### config.mk
export PLATFORM = sky130hd
export DESIGN_NAME = seg_scan_capture
export DESIGN_NICKNAME = d
export VERILOG_FILES = /design/src/rtl/seg_scan_capture.sv
export SDC_FILE = /design/constraint.sdc
export NUM_CORES = 1
export LEC_CHECK = 0
export ABC_AREA = 1
export BUFFER_PORTS_ARGS = -buffer_cell sky130_fd_sc_hd__buf_2
export CAP_MARGIN = 40
export CELL_PAD_IN_SITES_DETAIL_PLACEMENT = 0
export CELL_PAD_IN_SITES_GLOBAL_PLACEMENT = 2
export CORE_MARGIN = 2
export CORE_UTILIZATION = 38
export DETAILED_ROUTE_END_ITERATION = 8
export PLACE_DENSITY = 0.81
export SYNTH_ARGS = -nofsm -noshare
export SYNTH_HDL_FRONTEND = slang
export SYNTH_SLANG_ARGS = --single-unit
### constraint.sdc
create_clock -name FPGA_CLK -period 5.75 [get_ports FPGA_CLK]
set_clock_uncertainty 0.1 [all_clocks]
set_input_delay 1.15 -clock FPGA_CLK [delete_from_list [all_inputs] [get_ports FPGA_CLK]]
set_output_delay 1.15 -clock FPGA_CLK [all_outputs]
set_load 0.005 [all_outputs]
### src/rtl/seg_scan_capture.sv
`default_nettype none
// ============================================================================
// Module   : seg_scan_capture
// Purpose  : Receive end of a multiplexed 7-segment scan bus. Demultiplexes
//            the time-shared {en_seg, data_seg, dt} bus into per-digit
//            registers, deglitches each scan slot, flags stale digits and
//            reports malformed (multi-low) enables.
// Ports    : FPGA_CLK      system clock, rising edge
//            FPGA_RST      synchronous reset, active-high
//            en_seg        digit enables, active-low
//            data_seg      digit value on the bus
//            dt            decimal-point bit on the bus
//            digits        captured values, digit i at [i*DATA_W +: DATA_W]
//            dp            captured decimal point per digit
//            digit_valid   digit committed at least once and not stale
//            timeout       sticky stale flag per digit
//            update_pulse  1-cycle strobe when a committed value changed
//            upd_idx       digit index qualifying update_pulse
//            scan_err      1-cycle strobe per sample with >1 enable low
// Revision : 1.0  initial release
// ============================================================================
module seg_scan_capture #(
    parameter int NUM_DIGITS  = 4,
    parameter int DATA_W      = 4,
    parameter int STABLE_CYC  = 1,
    parameter int TIMEOUT_CYC = 1024,
    localparam int IDX_W      = (NUM_DIGITS > 1) ? $clog2(NUM_DIGITS) : 1
) (
    input  logic                         FPGA_CLK,
    input  logic                         FPGA_RST,
    input  logic [NUM_DIGITS-1:0]        en_seg,
    input  logic [DATA_W-1:0]            data_seg,
    input  logic                         dt,
    output logic [NUM_DIGITS*DATA_W-1:0] digits,
    output logic [NUM_DIGITS-1:0]        dp,
    output logic [NUM_DIGITS-1:0]        digit_valid,
    output logic [NUM_DIGITS-1:0]        timeout,
    output logic                         update_pulse,
    output logic [IDX_W-1:0]             upd_idx,
    output logic                         scan_err
);

    localparam int c_TUP_W   = NUM_DIGITS + DATA_W + 1;
    localparam int c_VAL_W   = DATA_W + 1;
    localparam int c_CNT_MAX = STABLE_CYC + 1;
    localparam int c_CNT_W   = $clog2(c_CNT_MAX + 1);
    localparam int c_STALE_W = $clog2(TIMEOUT_CYC + 1);
    localparam int c_ZERO_W  = $clog2(NUM_DIGITS + 1);

    // Sampled tuple and the one before it; the valid bits keep the cleared
    // reset contents from being classified as a real (all-low) enable.
    logic [c_TUP_W-1:0]        r_samp;
    logic [c_TUP_W-1:0]        r_prev;
    logic                      r_samp_vld;
    logic                      r_prev_vld;
    logic [c_CNT_W-1:0]        r_cnt;

    logic [NUM_DIGITS*DATA_W-1:0] r_digits;
    logic [NUM_DIGITS-1:0]        r_dp;
    logic [NUM_DIGITS-1:0]        r_valid;
    logic [NUM_DIGITS-1:0]        r_timeout;
    logic                         r_upd;
    logic [IDX_W-1:0]             r_upd_idx;
    logic                         r_scan_err;
    logic [c_STALE_W-1:0]         r_stale [NUM_DIGITS];

    logic [NUM_DIGITS-1:0] w_samp_en;
    logic [c_VAL_W-1:0]    w_samp_val;
    logic [c_ZERO_W-1:0]   w_zeros;
    logic [IDX_W-1:0]      w_idx;
    logic                  w_legal;
    logic                  w_illegal;
    logic                  w_same;
    logic [c_CNT_W-1:0]    w_cnt_nxt;
    logic                  w_commit;
    logic [c_VAL_W-1:0]    w_old_val;
    logic                  w_changed;

    assign w_samp_en  = r_samp[c_TUP_W-1 -: NUM_DIGITS];
    assign w_samp_val = r_samp[c_VAL_W-1:0];

    // Count low enables; w_idx is only meaningful when exactly one is low.
    always_comb begin
        w_zeros = '0;
        w_idx   = '0;
        for (int i = 0; i < NUM_DIGITS; i++) begin
            if (!w_samp_en[i]) begin
                w_zeros = w_zeros + c_ZERO_W'(1);
                w_idx   = IDX_W'(i);
            end
        end
    end

    assign w_legal   = r_samp_vld && (w_zeros == c_ZERO_W'(1));
    assign w_illegal = r_samp_vld && (w_zeros >  c_ZERO_W'(1));
    assign w_same    = r_prev_vld && (r_samp == r_prev);

    // Dwell counter saturates one past STABLE_CYC so the commit fires once.
    always_comb begin
        w_cnt_nxt = '0;
        if (w_legal) begin
            if (!w_same)
                w_cnt_nxt = c_CNT_W'(1);
            else if (r_cnt == c_CNT_W'(c_CNT_MAX))
                w_cnt_nxt = r_cnt;
            else
                w_cnt_nxt = r_cnt + c_CNT_W'(1);
        end
    end

    assign w_commit  = w_legal && (w_cnt_nxt == c_CNT_W'(STABLE_CYC));
    assign w_old_val = {r_digits[w_idx*DATA_W +: DATA_W], r_dp[w_idx]};
    assign w_changed = (w_old_val != w_samp_val) || !r_valid[w_idx];

    always_ff @(posedge FPGA_CLK) begin
        if (FPGA_RST) begin
            r_samp     <= '0;
            r_prev     <= '0;
            r_samp_vld <= 1'b0;
            r_prev_vld <= 1'b0;
            r_cnt      <= '0;
            r_digits   <= '0;
            r_dp       <= '0;
            r_valid    <= '0;
            r_timeout  <= '0;
            r_upd      <= 1'b0;
            r_upd_idx  <= '0;
            r_scan_err <= 1'b0;
            for (int i = 0; i < NUM_DIGITS; i++)
                r_stale[i] <= '0;
        end else begin
            r_samp     <= {en_seg, data_seg, dt};
            r_samp_vld <= 1'b1;
            r_prev     <= r_samp;
            r_prev_vld <= r_samp_vld;
            r_cnt      <= w_cnt_nxt;
            r_scan_err <= w_illegal;
            r_upd      <= w_commit && w_changed;
            if (w_commit && w_changed)
                r_upd_idx <= w_idx;

            for (int i = 0; i < NUM_DIGITS; i++) begin
                if (w_commit && (w_idx == IDX_W'(i))) begin
                    // A commit wins over a stale threshold in the same cycle.
                    r_digits[i*DATA_W +: DATA_W] <= w_samp_val[c_VAL_W-1:1];
                    r_dp[i]      <= w_samp_val[0];
                    r_valid[i]   <= 1'b1;
                    r_timeout[i] <= 1'b0;
                    r_stale[i]   <= '0;
                end else begin
                    if (r_stale[i] != c_STALE_W'(TIMEOUT_CYC))
                        r_stale[i] <= r_stale[i] + c_STALE_W'(1);
                    if (r_stale[i] >= c_STALE_W'(TIMEOUT_CYC - 1)) begin
                        r_valid[i]   <= 1'b0;
                        r_timeout[i] <= 1'b1;
                    end
                end
            end
        end
    end

    assign digits       = r_digits;
    assign dp           = r_dp;
    assign digit_valid  = r_valid;
    assign timeout      = r_timeout;
    assign update_pulse = r_upd;
    assign upd_idx      = r_upd_idx;
    assign scan_err     = r_scan_err;

endmodule
`default_nettype wire

* Word level (Yosys, flattened, before mapping) *
Memories as Yosys holds them, arrays and structs flattened.
Cells that the tools add are included.

storage, ports and cells
  register bits = 54
  output and inout port bits = 32
  memories = 1
  memory bits (writable) = 44
  input bits = 11
  word-level logic and storage cells = 141

memory list
  name     words  width  rd ports  clocked after Yosys merged registers in  write ports  line  text
  r_stale  4      11     4         0                                        4            65    logic [c_STALE_W-1:0] r_stale [NUM_DIGITS];

operators by class
  shifts and indexed selects = 1
  bitwise gates (word level) = 8
  magnitude comparators = 6
  equality and inequality tests = 12
  reduce and logical (&&, ||, !) cells = 20
  muxes and demuxes = 61
  add/sub/neg operators = 8

operator list
  kind                                                                     count
  11-bit two-way mux                                                       8
  11-bit by 1-bit adder with 11-bit output, second input constant          4
  11-bit by 10-bit >= comparator with 1-bit output, second input constant  4
  11-bit inequality test, second input constant                            4
  1-bit two-way mux                                                        43
  16-bit by 5-bit variable part select with 4-bit output                   1
  2-bit two-way mux                                                        5
  3-bit by 1-bit adder with 3-bit output, second input constant            3
  9-bit equality test                                                      1
  1-bit logical AND                                                        9
  3-bit two-way mux                                                        3
  1-bit bitwise OR                                                         8
  2-bit nonzero test                                                       4
  2-bit OR reduction                                                       4
  2-bit equality test, second input constant                               3
  5-bit inequality test                                                    1
  1-bit binary-select mux with 2-bit select                                2
  2-bit by 1-bit equality test with 1-bit output, second input constant    2
  3-bit by 1-bit equality test with 1-bit output, second input constant    1
  3-bit by 1-bit > comparator with 1-bit output, second input constant     1
  2-bit by 3-bit < comparator with 1-bit output, second input constant     1
  2-bit by 1-bit adder with 2-bit output, second input constant            1
  2-bit zero test                                                          1
  1-bit zero test                                                          1
  1-bit logical OR                                                         1

* Logic depth before layout (Yosys ltp) *
  depth in word-level cells = 18
  depth in mapped cells = 15
  mapped depth without buffers = 14

* Worst setup path before layout *
Ideal clock, no wire load.

  path kind = reg-to-reg
  from = register r_samp[6]
  to = memory r_stale[3][0] (netlist name), enable pin
  period minus slack after synthesis = 2.838 ns
  cell stages (with the launch flop) = 13
  setup slack = 2.912 ns
  data required time = 5.288 ns
  setup time = 0.362 ns
  arrival time = 2.377 ns
  path buffers = 1
  path through = dfxtp_1 inv_1 ha_1 xnor2_2 ha_1 nand2_1 xnor2_1 o21ai_2 nor2_4 nand4_2 nand3_1 buf_4 nand3_1

RTL lines
  element                 line  text
  start, declared         52    logic [c_TUP_W-1:0] r_samp;
  start signal, assigned  132   r_samp <= {en_seg, data_seg, dt};
  end, declared           65

==> qor.csv <==
metric,value,unit
critPathLaunchType,flop,
antenna_found_initial,0,
clk_latency,350,ps
ys_seq_elements,98,
root_buffer,clkbuf_16,
status,"complete, no violations",
most-common-layout-cells,"nor2_1 (133), nand2_1 (113), inv_1 (97)",
power.density,276,nW/um^2
grt_max_degree,29,
critPathArrivalTime,3250,ps
hold_path_class,flop to flop,
wl,10900,um
stdcell_area,5640,um^2
drive_gt1_frac,0.112,
p_total,0.00155,W
ios,43,
worst_slack,2340,ps
numCtsBuffers,9,
reg2reg_depth,11,
synth_area_leaders,"edfxtp_1 (26%), dfxtp_1 (22%), nor2_1 (10%), nand2_1 (8.5%), inv_1 (7.3%)",
end_kind,flop,
holdPathStages,2,
yosysWarningCount,0,
placedInstanceArea,5340,um^2
grt_usage,0.164,
hold_viol,0,
vias,3882,
synth_area_per_cell,8.03,um^2
synthCells,622,
ant_nets,0,
fp.dieH,119,um
htreeDepth,3,
cp_slowest_cell,nand3_1,
fmax,293,MHz
slew_violations,0,
rsz0062_at_grt,false,
dp_hpwl,8300,um
synth_cell_types,35,
wl_per_cell,13.0,um
synth.net_count,645,
start_util,0.392,
cts_resized,0,
gp_congestion,0.819,
p_leak,2.67,nW
syn_area,4990,um^2
ys_seq_area_frac,0.481,
drc,0,
max_stage_delay,480,ps
dr.pass1.iters,4,
worst_pin_slew,557,ps
syn2layout_area_growth,13.0,%
clkTransAtPathRegs,60,ps
via_per_inst,4.62,
crit_chain,"inv_1, ha_1, xnor2_2, ha_1, nand2_1, xnor2_1, o21ai_2, nor2_4, nand4_2, nand3_1, nand3_1",
finalSetupTns,0,ps
synth_top_area_frac,0.265,
first_iter_violations,196,
final_util,0.443,
final_common_cell,nor2_1,
synth.largest_area_cell,edfxtp_1,
post-route-period-util,0.593,
setup_viol,0,
rows,41,
fin_crit,3410,ps
port_buffers,42,
critical_path_class,flop to flop,
hold_buffers,0,
maxSlewHeadroom,0.627,
cts_sinks,98,
grt_pass1_wl,18300,um
n_antenna_cell,0,
first_global_vias,3781,
crit_required,5600,ps
grt-ovfl-total,0,
cts_tree,yes,
post-place-ws,2330,ps
fp.coreArea,12700,um^2
die_x,119,um
peakVddDrop,0.115,mV
postCtsSetupRepairBufs,0,
clockBufferDepth,2,
die_area,14100,um^2
path_max_fanout,12,
nets,686,
maxCapViolCount,0,
area by class of cell:
cell class / instances / area, um^2
multi-input combinational: 411 / 2130
fill: 1375 / 7080
sequential: 98 / 2400
timing repair buffer: 43 / 218
inverter: 100 / 375
clock buffer: 16 / 304
tap: 172 / 215
layer usage:
layer	up-vias	wire length [um]	global-route usage
met3	14	417	0.0309
met1	1764	5330	0.222
met5	-	0	0
li1	2035	-	-
met4	0	227	0.0722
met2	69	4910	0.255
critical path, delay by kind of cell, from the launching register on:
kind,cells,cell delay (ps)
compound gates,1,120
buf+inv,1,110
flops,1,390
fa+ha+maj,2,510
xor+xnor,2,410
simple gates,5,1360
sequential cells by signal, indices dropped and copies added (netlist names):
name / count
r_stale: 44
digits: 16
r_prev: 9
r_samp: 9
digit_valid: 4
dp: 4
timeout: 4
r_cnt: 2
upd_idx: 2
r_prev_vld: 1
r_samp_vld: 1
scan_err: 1
update_pulse: 1
final timing paths:
check / from / end / slack, ps
min reg2reg: timeout[2] / timeout[2] / 340
max reg2reg: r_samp[6] / r_stale[3][10] / 2340
min: timeout[2] / timeout[2] / 340
max: r_samp[6] / r_stale[3][10] / 2340
kinds of logic (layout without fill, tap and decap cells):
| logic type | count (synthesis) | in the layout | share of synthesized area |
|---|---|---|---|
| AO/OA/AOI/OAI | 24 | 24 | 0.0263 |
| XOR/XNOR | 36 | 36 | 0.0647 |
| adder cells (fa/ha/maj) | 12 | 12 | 0.0301 |
| buffers and inverters | 113 | 159 | 0.0930 |
| flip-flops | 98 | 98 | 0.481 |
| AND/OR/NAND/NOR | 339 | 339 | 0.305 |
cells in the mapped netlist, drive strengths merged:
master / instances
xor2: 25
a21oi: 6
nor4: 5
edfxtp: 44
xnor2: 11
nand4: 13
nor3: 4
clkbuf: 4
nand3: 55
nand3b: 7
nand2: 116
inv: 100
dfxtp: 54
nor2: 137
or2: 2
buf: 9
o21ai: 16
o31ai: 1
o211a: 1
ha: 12
metrics by stage:
step / hold slack, ps / cells
6_report: 340 / 840
3_3_place_gp: 330 / 824
4_1_cts: 346 / 840
2_1_floorplan: 329 / 622
3_5_place_dp: 335 / 824
5_1_grt: 397 / 840
where the power goes:
group          total, W  internal (W)  switching (W)
logic          0.000156     0.0000594      0.0000962
clock network  0.000606      0.000359       0.000247
registers      0.000792      0.000762      0.0000304
(Power assumes the default switching activity.)
